===== config.mk =====
export PLATFORM = sky130hd
export DESIGN_NAME = pattern_serializer
export DESIGN_NICKNAME = d
export VERILOG_FILES = /design/src/rtl/pattern_serializer.sv
export SDC_FILE = /design/constraint.sdc
export NUM_CORES = 1
export LEC_CHECK = 0
export BUFFER_PORTS_ARGS = -buffer_cell sky130_fd_sc_hd__buf_2
export CAP_MARGIN = 10
export CORE_ASPECT_RATIO = 2
export CORE_MARGIN = 2
export CORE_UTILIZATION = 50
export DETAILED_ROUTE_END_ITERATION = 16
export PLACE_DENSITY = 0.7
export SYNTH_ARGS = -nofsm -noshare
export SYNTH_HDL_FRONTEND = slang
export SYNTH_SLANG_ARGS = --single-unit
export TNS_END_PERCENT = 100

===== constraint.sdc =====
create_clock -name clk -period 1.96 [get_ports clk]
set_clock_uncertainty 0.1 [all_clocks]
set_input_delay 0.294 -clock clk [delete_from_list [all_inputs] [get_ports clk]]
set_output_delay 0.294 -clock clk [all_outputs]
set_load 0.005 [all_outputs]

===== src/rtl/pattern_serializer.sv =====
// Serialises a WIDTH-bit pattern MSB first on registered x, optionally repeated with GAP idle-zero cycles between frames.
// First bit appears on the accept edge. No backpressure: start is ignored while busy and on the edge that ends the last bit.
module pattern_serializer #(
    parameter int WIDTH = 4,
    parameter int GAP   = 2,
    parameter int CNTW  = 4
) (
    input  logic             clk,
    input  logic             reset,
    input  logic             start,
    input  logic [WIDTH-1:0] data,
    input  logic [CNTW-1:0]  reps,
    output logic             x,
    output logic             busy,
    output logic             done
);
    localparam int BW = $clog2(WIDTH + 1);
    localparam int GW = (GAP > 0) ? $clog2(GAP + 1) : 1;

    typedef enum logic [1:0] {S_IDLE, S_SHIFT, S_GAP} state_t;

    state_t           state, state_n;
    logic [WIDTH-1:0] shreg, shreg_n;
    logic [WIDTH-1:0] pat, pat_n;
    logic [BW-1:0]    bitcnt, bitcnt_n;
    logic [CNTW-1:0]  frames, frames_n;
    logic [GW-1:0]    gapcnt, gapcnt_n;
    logic             x_n, busy_n, done_n;

    always_ff @(posedge clk or negedge reset) begin
        if (!reset) begin
            state  <= S_IDLE;
            shreg  <= '0;
            pat    <= '0;
            bitcnt <= '0;
            frames <= '0;
            gapcnt <= '0;
            x      <= 1'b0;
            busy   <= 1'b0;
            done   <= 1'b0;
        end else begin
            state  <= state_n;
            shreg  <= shreg_n;
            pat    <= pat_n;
            bitcnt <= bitcnt_n;
            frames <= frames_n;
            gapcnt <= gapcnt_n;
            x      <= x_n;
            busy   <= busy_n;
            done   <= done_n;
        end
    end

    // shreg holds the bits still to be sent, next one in the MSB position
    always_comb begin
        state_n  = state;
        shreg_n  = shreg;
        pat_n    = pat;
        bitcnt_n = bitcnt;
        frames_n = frames;
        gapcnt_n = gapcnt;
        x_n      = 1'b0;
        busy_n   = busy;
        done_n   = 1'b0;
        case (state)
            S_IDLE: begin
                busy_n = 1'b0;
                if (start) begin
                    pat_n    = data;
                    shreg_n  = {data[WIDTH-2:0], 1'b0};
                    frames_n = (reps == '0) ? CNTW'(1) : reps;
                    x_n      = data[WIDTH-1];
                    busy_n   = 1'b1;
                    bitcnt_n = BW'(1);
                    state_n  = S_SHIFT;
                end
            end
            S_SHIFT: begin
                if (bitcnt != BW'(WIDTH)) begin
                    x_n      = shreg[WIDTH-1];
                    shreg_n  = {shreg[WIDTH-2:0], 1'b0};
                    bitcnt_n = bitcnt + BW'(1);
                end else if (frames == CNTW'(1)) begin
                    busy_n  = 1'b0;
                    done_n  = 1'b1;
                    state_n = S_IDLE;
                end else if (GAP > 0) begin
                    frames_n = frames - CNTW'(1);
                    gapcnt_n = GW'(1);
                    state_n  = S_GAP;
                end else begin
                    frames_n = frames - CNTW'(1);
                    x_n      = pat[WIDTH-1];
                    shreg_n  = {pat[WIDTH-2:0], 1'b0};
                    bitcnt_n = BW'(1);
                end
            end
            S_GAP: begin
                if (gapcnt == GW'(GAP)) begin
                    x_n      = pat[WIDTH-1];
                    shreg_n  = {pat[WIDTH-2:0], 1'b0};
                    bitcnt_n = BW'(1);
                    state_n  = S_SHIFT;
                end else begin
                    gapcnt_n = gapcnt + GW'(1);
                end
            end
            default: begin
                state_n = S_IDLE;
                busy_n  = 1'b0;
            end
        endcase
    end
endmodule


# Yosys cells after proc, flatten, opt, wreduce, memory -nomap -nowiden
# Cells that the tools add are included.
[word_totals]
ff_bits = 22
out_inout_bits = 3
elab_cells = 69
[classes]
add_sub_neg = 3
eq_ne = 12
n_mux = 33
bitwise_logic = 1
reduce_logical = 11
[ops]
columns = ["cell", "n"]
rows = [
  ["$mux 4", 7],
  ["$mux 2", 7],
  ["$ne 2x2->1 const B", 7],
  ["$pmux 4 s3", 1],
  ["$reduce_and 4->1", 3],
  ["$mux 1", 9],
  ["$mux 3", 3],
  ["$pmux 3 s3", 1],
  ["$pmux 4 s2", 1],
  ["$pmux 1 s3", 2],
  ["$pmux 2 s3", 1],
  ["$reduce_and 3->1", 2],
  ["$eq 2x2->1 const B", 2],
  ["$eq 4x1->1 const B", 1],
  ["$logic_not 4->1", 1],
  ["$pmux 2 s2", 1],
  ["$reduce_bool 2->1", 2],
  ["$sub 4x1->4 const B", 1],
  ["$add 3x1->3 const B", 1],
  ["$ne 3x3->1 const B", 1],
  ["$reduce_bool 3->1", 1],
  ["$add 2x1->2 const B", 1],
  ["$eq 2x1->1 const B", 1],
  ["$logic_not 2->1", 1],
  ["other kinds (2)", 2],
]

# Depth between registers and ports, before layout
[logic_depth]
word_depth = 4
ltp_mapped = 7

# Worst setup path after synthesis
# OpenSTA, ideal clock, no wires.
[synth_timing]
kind = "register to register"
from = "register state[1]"
to = "register shreg[1]"
setup_time_ps = 125
t_arrival_ps = 1563
path_slack_ps = 172
stages_incl_launch_ff = 7
synth_period_minus_slack_ps = 1788
cell_sequence = "dfrtp_1 > inv_1 > ha_1 > buf_2 > and2b_4 > nor4_4 > mux2_2"
[synth_via]
elab_chain_len = 3
word_cells_on_any_way = 9
classes_between = "5 x eq/ne; 1 x mux; 3 x reduce/logical"
[synth_rtl]
columns = ["item", "line_no", "text"]
rows = [
  ["start: declaration", "22", "state_t state, state_n;"],
  ["start signal: assignment", "42", "state <= state_n;"],
  ["$eq 2x1->1, or another cell as far along", "65", "case (state)"],
  ["$ne 2x2->1 (no source line) or $reduce_bool 3->1 (tied branches)", "n/a", ""],
  ["$reduce_and 4->1 (no source line)", "n/a", ""],
  ["end signal: assignment", "43", "shreg <= shreg_n;"],
  ["end: declaration", "23", "logic [WIDTH-1:0] shreg, shreg_n;"],
]
# Parallel ways exist; a longest one is shown, timed or not.
# A chain may end at the register's enable or synchronous reset.

# Worst setup path in the final report
[layout_timing]
from = "register state[1]"
to = "register shreg[2]"
# Same word-level chain as after synthesis.

==> metrics.txt <==
count of distinct cell types in the synthesized netlist 45; Yosys warning count 0; Total Power Consumption roughly 2400 uW; worst-case vdd ir drop 0.973 mV; Core Region 0.00254 mm2; violation count after the first detailed-routing iteration 17; portion of the post-synthesis area used by sequential elements roughly two fifths; synthesized net count 158; highest clock frequency the design can meet 539 MHz; final-report max-slew violation count 0; area taken by flip-flops and latches 526 um2; area share of the largest cell type after synthesis just under 40%; count of flip-flops with a built-in enable after synthesis 0; global-route usage over all layers a little under a quarter; number of filler cells placed in the layout around 240; Sinks on Clock Net 21; number of endpoints failing setup at the final stage 0; initial antenna violation count 0; pin slew with the least headroom to its limit between 0.4 and 0.5 ns; Setup TNS 0 ns; IO Port Bufs 13; via count of the first global-routing pass between 1000 and 1500; biggest area consumer among synthesized cells sky130_fd_sc_hd__dfrtp_1; global-route met3 utilization roughly 2.6%; critical path peak fanout 6; Mapped Cells 138; Max Root-Sink Buffers 2; Clk Latency, worst-skew pair roughly 0.27 ns; total iterations of the first detailed-routing run 4; placement row count 26; wire length of the first global-routing pass between 5 and 6 mm; sum of overflow across all layers after global routing 0; share of synthesized cell area in and, or, nand and nor gates 22.6%; antenna cells 0; final routed wire length divided by cell count 16.4 um; outcome finished, final reports clean; Setup Fix Bufs, Post-CTS 0; synthesized flop and latch total 21; part of the cycle the worst path needs 94.7%; mux contribution to synthesized area 6.45%; largest net degree at the start of global routing 22; biggest area contributors in the synthesized netlist sky130_fd_sc_hd__dfrtp_1, sky130_fd_sc_hd__ha_1, sky130_fd_sc_hd__mux2_2; routing usage on met2 39.8%; relative slew slack 67.6%; kind of critical path reg -> reg; pwr dens 1590 mW/mm2; root cell of the clock tree sky130_fd_sc_hd__clkbuf_8; DIE WIDTH 40.6 um; max-cap viol count 0; CTS H-tree depth 1; time the worst path needs with I/O delays and setup roughly 1.9 ns; via-per-instance ratio ~6; dominant register cell in the synthesized netlist sky130_fd_sc_hd__dfrtp_1; fraction of the mapped netlist area in adder cells 8.41%; setup slack after layout 0.103 ns; unrepaired setup endpoints after global routing false; final hold slack about 0.16 ns; Post-route DRC 0; quantity of hold-fixing buffers added after cts 1; Worst Setup Start Kind flop; antenna violation net count after detailed routing 0; LEAKAGE 0.000703 uW; pre-CTS WS 0.110 ns; DPL Wire Length 2.35 mm; ys async rst share 100%; initial standard-cell utilization of the core 52.8%; cell type of the slowest stage on the worst timing path sky130_fd_sc_hd__dfrtp_1; CTS Buf Count 3; clock slew at the register clock pins of the worst setup and hold paths 0.08 ns; TritonCTS clock tree done; leading cell type in the layout, fill and taps excluded sky130_fd_sc_hd__dfrtp_1; signed area change from the synthesized netlist to the final layout 12.5%; Final Routed Wirelength 3.02 mm; Register-to-Register Setup Slack approximately 0.10 ns; area used by multi-input combinational logic 727 um2; busiest grt layer met2; commonest non-fill, non-tap cells in the layout sky130_fd_sc_hd__dfrtp_1, sky130_fd_sc_hd__buf_2, sky130_fd_sc_hd__inv_1; Final Hold Vio Count 0; Arrival @ worst endpoint 1.92 ns; per-instance average area after synthesis 9.70 um2; main combinational cell family by area after synthesis simple AND/OR/NAND/NOR gates; kind of end point of the critical path flop; Layout Nets around 180; fraction of the mapped netlist area in compound gates 16.8%; fraction of layout instances using a drive strength above 1 23.1%; critical path data required time 2.02 ns; CTS-repair resized insts 0; final weighted congestion in routability-driven placement 0.911; post-synthesis share of cell area spent on xor and xnor gates 0%; delay of the slowest cell on the worst path between 0.3 and 0.4 ns; met1 track demand over resource in global routing 27.6%; via count 1109; worst min-delay path class in -> reg; synthesized area 0.00134 mm2; Die Height 77.2 um; Die Outline Area 0.00313 mm2; cell-by-cell trace of the critical path inv_1 > ha_1 > and3_4 > nor4_4 > mux2_2; number of primary I/O pins 14
-- critical path: cells and delay by family, from the launching register on --
| kind | cells | cell delay [ns] |
|---|---|---|
| AND/OR/NAND/NOR | 2 | 0.54 |
| flip-flops | 1 | 0.39 |
| multiplexers | 1 | 0.38 |
| adder cells (fa/ha/maj) | 1 | 0.25 |
| buffers and inverters | 1 | 0.09 |
-- registers in the layout, summed over array words and instances, names as in the netlist --
register	count
bitcnt	3
busy	1
done	1
frames	4
gapcnt	2
pat	4
shreg	3
state	2
x	1
-- final cells by class --
| class | instances | share of cell area, % |
|---|---|---|
| clock buffer | 3 | 2.74 |
| sequential | 21 | 34.9 |
| timing repair buffer | 21 | 8.47 |
| inverter | 12 | 2.99 |
| clock inverter | 1 | 0.332 |
| multi-input combinational | 98 | 48.3 |
| tap | 28 | 2.33 |
-- stage by stage --
step | util, % | instances | cell area, um2
2_1_floorplan | - | 138 | 1340
3_3_place_gp | 57.1 | 179 | 1450
3_5_place_dp | 57.1 | 179 | 1450
4_1_cts | 59.4 | 184 | 1510
5_1_grt | 59.4 | 184 | 1510
6_report | 59.4 | 184 | 1510
-- synth_stat cells, types with 2 or more instances --
| cell type | count |
|---|---|
| sky130_fd_sc_hd__dfrtp_1 | 21 |
| sky130_fd_sc_hd__inv_1 | 12 |
| sky130_fd_sc_hd__ha_1 | 9 |
| sky130_fd_sc_hd__nand2_1 | 9 |
| sky130_fd_sc_hd__a21oi_1 | 7 |
| sky130_fd_sc_hd__nand3_1 | 7 |
| sky130_fd_sc_hd__o21ai_0 | 6 |
| sky130_fd_sc_hd__buf_2 | 5 |
| sky130_fd_sc_hd__mux2_2 | 5 |
| sky130_fd_sc_hd__nor2_1 | 4 |
| sky130_fd_sc_hd__mux2i_1 | 3 |
| sky130_fd_sc_hd__nand2b_1 | 3 |
| sky130_fd_sc_hd__nand4_1 | 3 |
| sky130_fd_sc_hd__nor2b_1 | 3 |
| sky130_fd_sc_hd__nor3_1 | 3 |
| sky130_fd_sc_hd__nor4_1 | 3 |
| sky130_fd_sc_hd__a22oi_1 | 2 |
| sky130_fd_sc_hd__a31oi_1 | 2 |
| sky130_fd_sc_hd__a41oi_1 | 2 |
| sky130_fd_sc_hd__nand3b_1 | 2 |
| sky130_fd_sc_hd__o31ai_1 | 2 |
| sky130_fd_sc_hd__or2_2 | 2 |
-- routing by layer --
metal / share of wire [%] / vias to the layer above
met2: 59 / 12
met3: 1.7 / 5
li1: - / 544
met1: 38 / 548
met4: 1.5 / 0
met5: 0 / -
-- cells by family after synthesis --
kind of cell | count (synthesis)
simple gates | 49
fa+ha+maj | 9
buf+inv | 19
mux | 8
flops | 21
compound gates | 32
-- power breakdown --
group	internal (uW)	total (uW)	switching [uW]
Sequential	624	753	129
Combinational	623	1350	726
Clock	142	299	157
-- final timing paths --
path | to | start | depth (start not counted)
max in group asynchronous | bitcnt[2]$_DFFE_PN0P_ | reset | 2
worst max register to register | shreg[2]$_DFFE_PN0P_ | state[1]$_DFFE_PN0P_ | 5
worst min register to register | pat[0]$_DFFE_PN0P_ | pat[0]$_DFFE_PN0P_ | 2
worst max-delay path | shreg[2]$_DFFE_PN0P_ | state[1]$_DFFE_PN0P_ | 5
min in group asynchronous | frames[0]$_DFFE_PN0P_ | reset | 2
worst min-delay path | pat[2]$_DFFE_PN0P_ | data[2] | 2
No activity file was read; power rests on OpenSTA's default activity.
